[config.mk]
export PLATFORM = sky130hd
export DESIGN_NAME = dds_param_scheduler_flat
export DESIGN_NICKNAME = d
export VERILOG_FILES = /design/src/rtl/dds_param_scheduler_if.sv /design/src/rtl/dds_param_scheduler.sv /design/src/flat_wrapper.sv
export SDC_FILE = /design/constraint.sdc
export NUM_CORES = 1
export LEC_CHECK = 0
export ABC_AREA = 1
export BUFFER_PORTS_ARGS = -buffer_cell sky130_fd_sc_hd__buf_2
export CELL_PAD_IN_SITES_DETAIL_PLACEMENT = 1
export CELL_PAD_IN_SITES_GLOBAL_PLACEMENT = 2
export CORE_MARGIN = 2
export CORE_UTILIZATION = 40
export DETAILED_ROUTE_END_ITERATION = 7
export PLACE_DENSITY = 0.84
export SYNTH_ARGS = -nofsm -noshare
export SYNTH_HDL_FRONTEND = slang
export SYNTH_SLANG_ARGS = --single-unit
[constraint.sdc]
create_clock -name clk -period 14.6 [get_ports clk]
set_input_delay 2.19 -clock clk [delete_from_list [all_inputs] [get_ports clk]]
set_output_delay 2.19 -clock clk [all_outputs]
set_load 0.01 [all_outputs]
[src/rtl/dds_param_scheduler_if.sv]
// Command and MAC-facing bundle of the DDS parameter scheduler.
// The master side issues commands and returns MAC phase; the slave side is the scheduler.
interface dds_param_scheduler_if #(
  parameter int unsigned FIFO_DEPTH = 4
);
  localparam int unsigned TW = 48;
  localparam int unsigned PW = 14;
  localparam int unsigned CW = $clog2(FIFO_DEPTH) + 1;

  logic          cmd_valid;
  logic          cmd_ready;
  logic [TW-1:0] cmd_time;
  logic [TW-1:0] cmd_freq;
  logic [PW-1:0] cmd_phase;
  logic          cmd_continuous;
  logic [TW-1:0] phase_fb;
  logic [TW-1:0] timestamp_out;
  logic [TW-1:0] time_offset;
  logic [TW-1:0] freq;
  logic [PW-1:0] phase;
  logic [TW-1:0] acc_phase;
  logic          update_pulse;
  logic          late_pulse;
  logic [CW-1:0] fifo_count;

  modport master (
    output cmd_valid, cmd_time, cmd_freq, cmd_phase, cmd_continuous, phase_fb,
    input  cmd_ready, timestamp_out, time_offset, freq, phase, acc_phase,
           update_pulse, late_pulse, fifo_count
  );

  modport slave (
    input  cmd_valid, cmd_time, cmd_freq, cmd_phase, cmd_continuous, phase_fb,
    output cmd_ready, timestamp_out, time_offset, freq, phase, acc_phase,
           update_pulse, late_pulse, fifo_count
  );
endinterface

[src/rtl/dds_param_scheduler.sv]
// DDS phase-MAC parameter scheduler: time-tagged command FIFO, 48-bit timestamp
// counter, and atomic coherent/continuous parameter updates at scheduled times.
module dds_param_scheduler #(
  parameter int unsigned FIFO_DEPTH  = 4,
  parameter int unsigned MAC_LATENCY = 3
) (
  input  logic                 clk,
  input  logic                 reset,
  dds_param_scheduler_if.slave bus
);
  localparam int unsigned TW = 48;
  localparam int unsigned PW = 14;
  localparam int unsigned AW = $clog2(FIFO_DEPTH);
  localparam int unsigned CW = AW + 1;
  localparam logic [CW-1:0] DEPTH_C = CW'(FIFO_DEPTH);
  localparam logic [TW-1:0] LAT_C   = TW'(MAC_LATENCY);

  typedef struct packed {
    logic [TW-1:0] tstamp;
    logic [TW-1:0] freq;
    logic [PW-1:0] phase;
    logic          cont;
  } cmd_t;

  typedef enum logic [1:0] {
    S_IDLE,
    S_ARMED,
    S_CAPTURE
  } state_t;

  cmd_t          mem_q [FIFO_DEPTH];
  logic [AW-1:0] wr_ptr_q;
  logic [AW-1:0] rd_ptr_q;
  logic [CW-1:0] count_q;
  logic [CW-1:0] count_d;

  state_t        state_q;
  logic [TW-1:0] ts_q;
  logic [TW-1:0] toff_q;
  logic [TW-1:0] freq_q;
  logic [PW-1:0] phase_q;
  logic [TW-1:0] acc_q;
  logic          upd_q;
  logic          late_q;
  logic [TW-1:0] cap_time_q;
  logic [TW-1:0] cap_freq_q;
  logic [PW-1:0] cap_phase_q;
  logic          cap_late_q;

  cmd_t          in_c;
  cmd_t          head_c;
  logic [TW-1:0] next_ts_c;
  logic          ready_c;
  logic          push_c;
  logic          pop_c;
  logic          hit_c;
  logic          late_c;
  logic          cap_done_c;

  // Handshake, head-of-queue evaluation against the next timestamp, capture timing
  always_comb begin
    in_c.tstamp = bus.cmd_time;
    in_c.freq   = bus.cmd_freq;
    in_c.phase  = bus.cmd_phase;
    in_c.cont   = bus.cmd_continuous;
    ready_c     = !reset && (count_q < DEPTH_C);
    push_c      = bus.cmd_valid && ready_c;
    head_c      = mem_q[rd_ptr_q];
    next_ts_c   = ts_q + TW'(1);
    hit_c       = (state_q == S_ARMED) && (count_q != '0) && (head_c.tstamp <= next_ts_c);
    late_c      = hit_c && (head_c.tstamp != next_ts_c);
    pop_c       = hit_c;
    cap_done_c  = (state_q == S_CAPTURE) && (ts_q == cap_time_q + LAT_C);
    count_d     = count_q + CW'(push_c) - CW'(pop_c);
  end

  // Command storage; contents are only read while the count says they are valid
  always_ff @(posedge clk) begin
    if (push_c) begin
      mem_q[wr_ptr_q] <= in_c;
    end
  end

  always_ff @(posedge clk) begin
    if (reset) begin
      wr_ptr_q <= '0;
      rd_ptr_q <= '0;
      count_q  <= '0;
    end else begin
      if (push_c) begin
        wr_ptr_q <= wr_ptr_q + AW'(1);
      end
      if (pop_c) begin
        rd_ptr_q <= rd_ptr_q + AW'(1);
      end
      count_q <= count_d;
    end
  end

  // Scheduler FSM; all MAC-facing outputs change together, only on update cycles
  always_ff @(posedge clk) begin
    if (reset) begin
      state_q     <= S_IDLE;
      ts_q        <= '0;
      toff_q      <= '0;
      freq_q      <= '0;
      phase_q     <= '0;
      acc_q       <= '0;
      upd_q       <= 1'b0;
      late_q      <= 1'b0;
      cap_time_q  <= '0;
      cap_freq_q  <= '0;
      cap_phase_q <= '0;
      cap_late_q  <= 1'b0;
    end else begin
      ts_q   <= next_ts_c;
      upd_q  <= 1'b0;
      late_q <= 1'b0;
      case (state_q)
        S_IDLE: begin
          if (count_q != '0) begin
            state_q <= S_ARMED;
          end
        end
        S_ARMED: begin
          if (hit_c) begin
            if (head_c.cont) begin
              cap_time_q  <= next_ts_c;
              cap_freq_q  <= head_c.freq;
              cap_phase_q <= head_c.phase;
              cap_late_q  <= late_c;
              state_q     <= S_CAPTURE;
            end else begin
              toff_q  <= next_ts_c;
              freq_q  <= head_c.freq;
              phase_q <= head_c.phase;
              acc_q   <= '0;
              upd_q   <= 1'b1;
              late_q  <= late_c;
              state_q <= (count_d != '0) ? S_ARMED : S_IDLE;
            end
          end
        end
        S_CAPTURE: begin
          // phase_fb now reflects timestamp T under the old parameters
          if (cap_done_c) begin
            toff_q  <= cap_time_q;
            freq_q  <= cap_freq_q;
            phase_q <= cap_phase_q;
            acc_q   <= bus.phase_fb;
            upd_q   <= 1'b1;
            late_q  <= cap_late_q;
            state_q <= (count_d != '0) ? S_ARMED : S_IDLE;
          end
        end
        default: begin
          state_q <= S_IDLE;
        end
      endcase
    end
  end

  assign bus.cmd_ready     = ready_c;
  assign bus.timestamp_out = ts_q;
  assign bus.time_offset   = toff_q;
  assign bus.freq          = freq_q;
  assign bus.phase         = phase_q;
  assign bus.acc_phase     = acc_q;
  assign bus.update_pulse  = upd_q;
  assign bus.late_pulse    = late_q;
  assign bus.fifo_count    = count_q;
endmodule

[src/flat_wrapper.sv]
// flat-port wrapper written by rule: the top's interface ports become plain ports
module dds_param_scheduler_flat 
#(
  parameter int unsigned FIFO_DEPTH  = 4,
  parameter int unsigned MAC_LATENCY = 3
)
  (clk, reset, bus_cmd_valid, bus_cmd_time, bus_cmd_freq, bus_cmd_phase, bus_cmd_continuous, bus_phase_fb, bus_cmd_ready, bus_timestamp_out, bus_time_offset, bus_freq, bus_phase, bus_acc_phase, bus_update_pulse, bus_late_pulse, bus_fifo_count);
  dds_param_scheduler_if #(.FIFO_DEPTH(FIFO_DEPTH)) bus_i ();
  input  logic clk;
  input  logic reset;
  input wire logic [$bits(bus_i.cmd_valid)-1:0] bus_cmd_valid;
  input wire logic [$bits(bus_i.cmd_time)-1:0] bus_cmd_time;
  input wire logic [$bits(bus_i.cmd_freq)-1:0] bus_cmd_freq;
  input wire logic [$bits(bus_i.cmd_phase)-1:0] bus_cmd_phase;
  input wire logic [$bits(bus_i.cmd_continuous)-1:0] bus_cmd_continuous;
  input wire logic [$bits(bus_i.phase_fb)-1:0] bus_phase_fb;
  output wire logic [$bits(bus_i.cmd_ready)-1:0] bus_cmd_ready;
  output wire logic [$bits(bus_i.timestamp_out)-1:0] bus_timestamp_out;
  output wire logic [$bits(bus_i.time_offset)-1:0] bus_time_offset;
  output wire logic [$bits(bus_i.freq)-1:0] bus_freq;
  output wire logic [$bits(bus_i.phase)-1:0] bus_phase;
  output wire logic [$bits(bus_i.acc_phase)-1:0] bus_acc_phase;
  output wire logic [$bits(bus_i.update_pulse)-1:0] bus_update_pulse;
  output wire logic [$bits(bus_i.late_pulse)-1:0] bus_late_pulse;
  output wire logic [$bits(bus_i.fifo_count)-1:0] bus_fifo_count;
  assign bus_i.cmd_valid = bus_cmd_valid;
  assign bus_i.cmd_time = bus_cmd_time;
  assign bus_i.cmd_freq = bus_cmd_freq;
  assign bus_i.cmd_phase = bus_cmd_phase;
  assign bus_i.cmd_continuous = bus_cmd_continuous;
  assign bus_i.phase_fb = bus_phase_fb;
  assign bus_cmd_ready = bus_i.cmd_ready;
  assign bus_timestamp_out = bus_i.timestamp_out;
  assign bus_time_offset = bus_i.time_offset;
  assign bus_freq = bus_i.freq;
  assign bus_phase = bus_i.phase;
  assign bus_acc_phase = bus_i.acc_phase;
  assign bus_update_pulse = bus_i.update_pulse;
  assign bus_late_pulse = bus_i.late_pulse;
  assign bus_fifo_count = bus_i.fifo_count;
  dds_param_scheduler #(.FIFO_DEPTH(FIFO_DEPTH), .MAC_LATENCY(MAC_LATENCY)) u_core (.clk(clk), .reset(reset), .bus(bus_i));
endmodule
==> flow_summary.json <==
{
  "status": "finished clean",
  "grt-ovfl-total": 0,
  "cts_resized": 0,
  "fin_skew_ns": 0.0570,
  "placed_area_um2": 36500,
  "ant_nets": 0,
  "cpMaxStageDelayCell": "buf_4",
  "ys_ff_latch": 774,
  "synth.net_count": 3888,
  "grt_usage": 0.255,
  "max_slew.worst_pin.slew_ns": 1.17,
  "die_w_um": 295,
  "postLayoutCellArea_um2": 39500,
  "core_area_um2": 83800,
  "yosysWarnings": 0,
  "synthCells": 3665,
  "clock_path_buffers": 3,
  "drive_gt1_frac": 0.144,
  "combPwrFrac": 0.231,
  "async_flop_share": 0,
  "final_nets": 4162,
  "holdCritPathClass": "register to register",
  "cts.sinks": 774,
  "holdPathStages": 2,
  "vias": 27400,
  "synth_edf_count": 444,
  "ys_seq_area_frac": 0.588,
  "r2r_start": "u_core.bus.timestamp_out[0]$_SDFF_PP0_",
  "synth_area_leaders": "edfxtp_1 (39%), dfxtp_1 (19%), nand2_1 (7.7%)",
  "clock_latency_ns": 0.66,
  "rsz0062_at_grt": "no",
  "placementRows": 106,
  "finalPower_w": 0.00625,
  "first_pass_iters": 7,
  "power.share.clock": 0.358,
  "grt_pass1_wl_um": 168000,
  "drt_iter0_drc": 2054,
  "switching_power_w": 0.00207,
  "netSwitchingFraction": 0.331,
  "drc": 0,
  "slew_headroom": 0.223,
  "setup_viol": 0,
  "hold_viol_final": 0,
  "antenna_found_initial": 22,
  "p_per_area_nw_per_um2": 158,
  "hold_start": "u_core.cap_late_q$_SDFFE_PP0P_",
  "cts_tree": "done",
  "yosys.area.top_type_share": 0.393,
  "start_util": 0.405,
  "worstSetupPathType": "register to register",
  "crit_required_ns": 15.14,
  "dp.final_hpwl_um": 77300,
  "fin_crit_ns": 6.44,
  "cts.clk_slew.worst_paths_ns": 0.06,
  "p_seq_frac": 0.411,
  "die-area_um2": 87100,
  "numPortBuffers": 373,
  "root_buffer": "clkbuf_16",
  "h-tree-depth": 3,
  "layout.cells.most_common": "nand2_1",
  "drv_cap": 0,
  "grt_pass1_vias": 26500,
  "vdd_drop_max_uv": 233,
  "critPathMaxStageDelay_ns": 0.91,
  "synth_ff_type": "edfxtp_1",
  "post_cts_buffers": 0,
  "die_h_um": 295,
  "crit-reg2reg-capture": "u_core.cap_time_q[43]$_SDFFE_PP0P_",
  "post_drt_wl_per_cell_um": 22.1,
  "routed_via_density": 5.31,
  "avgSynthCellArea_um2": 9.25,
  "syn_to_final_growth_pct": 16.5,
  "cp_max_fo": 103,
  "leakagePower_nw": 15.2,
  "p_int_w": 0.00418,
  "numCtsBuffers": 87,
  "r2r_slack_ns": 8.16,
  "routabilityCongestion": 0.908,
  "worstSetupStartpointType": "register",
  "synth_top_area_cell": "edfxtp_1",
  "cp.arrival_ns": 6.97,
  "syn_area_um2": 33900,
  "end_kind": "register",
  "grt_max_degree": 179,
  "nFillCells": 9706,
  "io_pins": 374,
  "fin_tns_setup_ns": 0,
  "drt_wl_total_um": 114000,
  "fin_crit_sh": 0.441,
  "slew_violations": 0,
  "reg2reg_depth": 28,
  "final_cell_mix": "nand2_1 (699), edfxtp_1 (444), nor2_1 (406), o21ai_0 (374), buf_2 (372)",
  "hold_end": "u_core.cap_late_q$_SDFFE_PP0P_",
  "cts.hold.buffers_added": 0,
  "yosysUniqueCellTypes": 46,
  "fmax_ghz": 0.155
}
[layer usage]
metal | up-vias | global-route usage | wire (µm)
met4 | 18 | 0.0578 | 2070
met2 | 657 | 0.394 | 50500
met3 | 139 | 0.0365 | 5840
met1 | 13500 | 0.378 | 55300
met5 | - | 0 | 120
li1 | 13100 | - | -
[per-stage QoR]
step / std cells / hold slack (ns) / utilization / setup WS (ns)
final: 5149 / 0.451 / 0.471 / 8.16
after global routing: 5147 / 0.467 / 0.471 / 7.34
after CTS: 5145 / 0.451 / 0.471 / 8.19
after detailed placement: 4984 / 0.442 / 0.436 / 8.27
after global placement: 4984 / 0.440 / 0.436 / 8.54
after floorplan: 3665 / 0.424 / - / 6.64
[final cells by class]
class                           instances  area, µm²  area share
Antenna cell                            4       10.0    0.000253
Sequential cell                       774      19900       0.505
Timing Repair Buffer                  400       2090      0.0529
Clock buffer                          105       2310      0.0584
Multi-Input combinational cell       2419      12100       0.307
Inverter                              257        975      0.0247
Clock inverter                         56        647      0.0164
Tap cell                             1134       1420      0.0359
[worst max-delay path, delay by kind of cell, from the launching register on]
kind,cells,cell delay [ns]
simple gates,19,2.81
buf+inv,4,1.87
fa+ha+maj,2,0.53
flops,1,0.46
compound gates,2,0.38
xor+xnor,1,0.22
[registers in the layout (all words and copies together) (netlist names), named ones only]
signal / count
u_core.mem_q: 444
u_core.bus.acc_phase: 48
u_core.bus.freq: 48
u_core.bus.time_offset: 48
u_core.bus.timestamp_out: 48
u_core.cap_freq_q: 48
u_core.cap_time_q: 48
u_core.bus.phase: 14
u_core.cap_phase_q: 14
u_core.bus.fifo_count: 3
u_core.rd_ptr_q: 2
u_core.state_q: 2
u_core.wr_ptr_q: 2
u_core.bus.late_pulse: 1
u_core.bus.update_pulse: 1
u_core.cap_late_q: 1
[power groups by stage]
stage	Combinational (W)	Sequential [W]	Clock [W]
after floorplan	0.000932	0.00265	0
after global placement	0.00144	0.00261	0
after detailed placement	0.00147	0.00261	0
after CTS	0.00147	0.00257	0.00228
after global routing	0.00160	0.00259	0.00237
final	0.00145	0.00257	0.00224
[Yosys cell counts (all sizes together) (4+ instances only)]
master,instances
or2,5
dfxtp,330
buf,46
clkbuf,169
xnor2,22
nor3,25
nand2,706
nand3,239
ha,60
nand3b,7
edfxtp,444
nand4,26
xnor3,4
nor2,421
o22ai,84
mux2i,5
a21oi,340
nor4,9
a32o,26
inv,256
xor2,56
o21ai,374
[kinds of logic after synthesis]
group	Yosys count	synth area share
muxes	5	0.00148
xor gates and xnor gates	83	0.0235
DFF	774	0.588
buffers and inverters	472	0.0574
AOI/OAI and AO/OA	831	0.130
and+or+nand+nor	1439	0.177
adders and majority gates	61	0.0227
[worst max path at each step]
stage	start	end	cells past startpoint
2_1_floorplan	reset	u_core.mem_q[0][0]$_DFFE_PP_	4
3_3_place_gp	u_core.bus.timestamp_out[0]$_SDFF_PP0_	u_core.cap_time_q[24]$_SDFFE_PP0P_	28
3_5_place_dp	u_core.bus.timestamp_out[0]$_SDFF_PP0_	u_core.cap_time_q[43]$_SDFFE_PP0P_	28
4_1_cts	u_core.bus.timestamp_out[0]$_SDFF_PP0_	u_core.cap_time_q[43]$_SDFFE_PP0P_	28
5_1_grt	u_core.bus.timestamp_out[0]$_SDFF_PP0_	u_core.cap_time_q[29]$_SDFFE_PP0P_	28
6_report	u_core.bus.timestamp_out[0]$_SDFF_PP0_	u_core.cap_time_q[43]$_SDFFE_PP0P_	28
(Power assumes the default switching activity.)
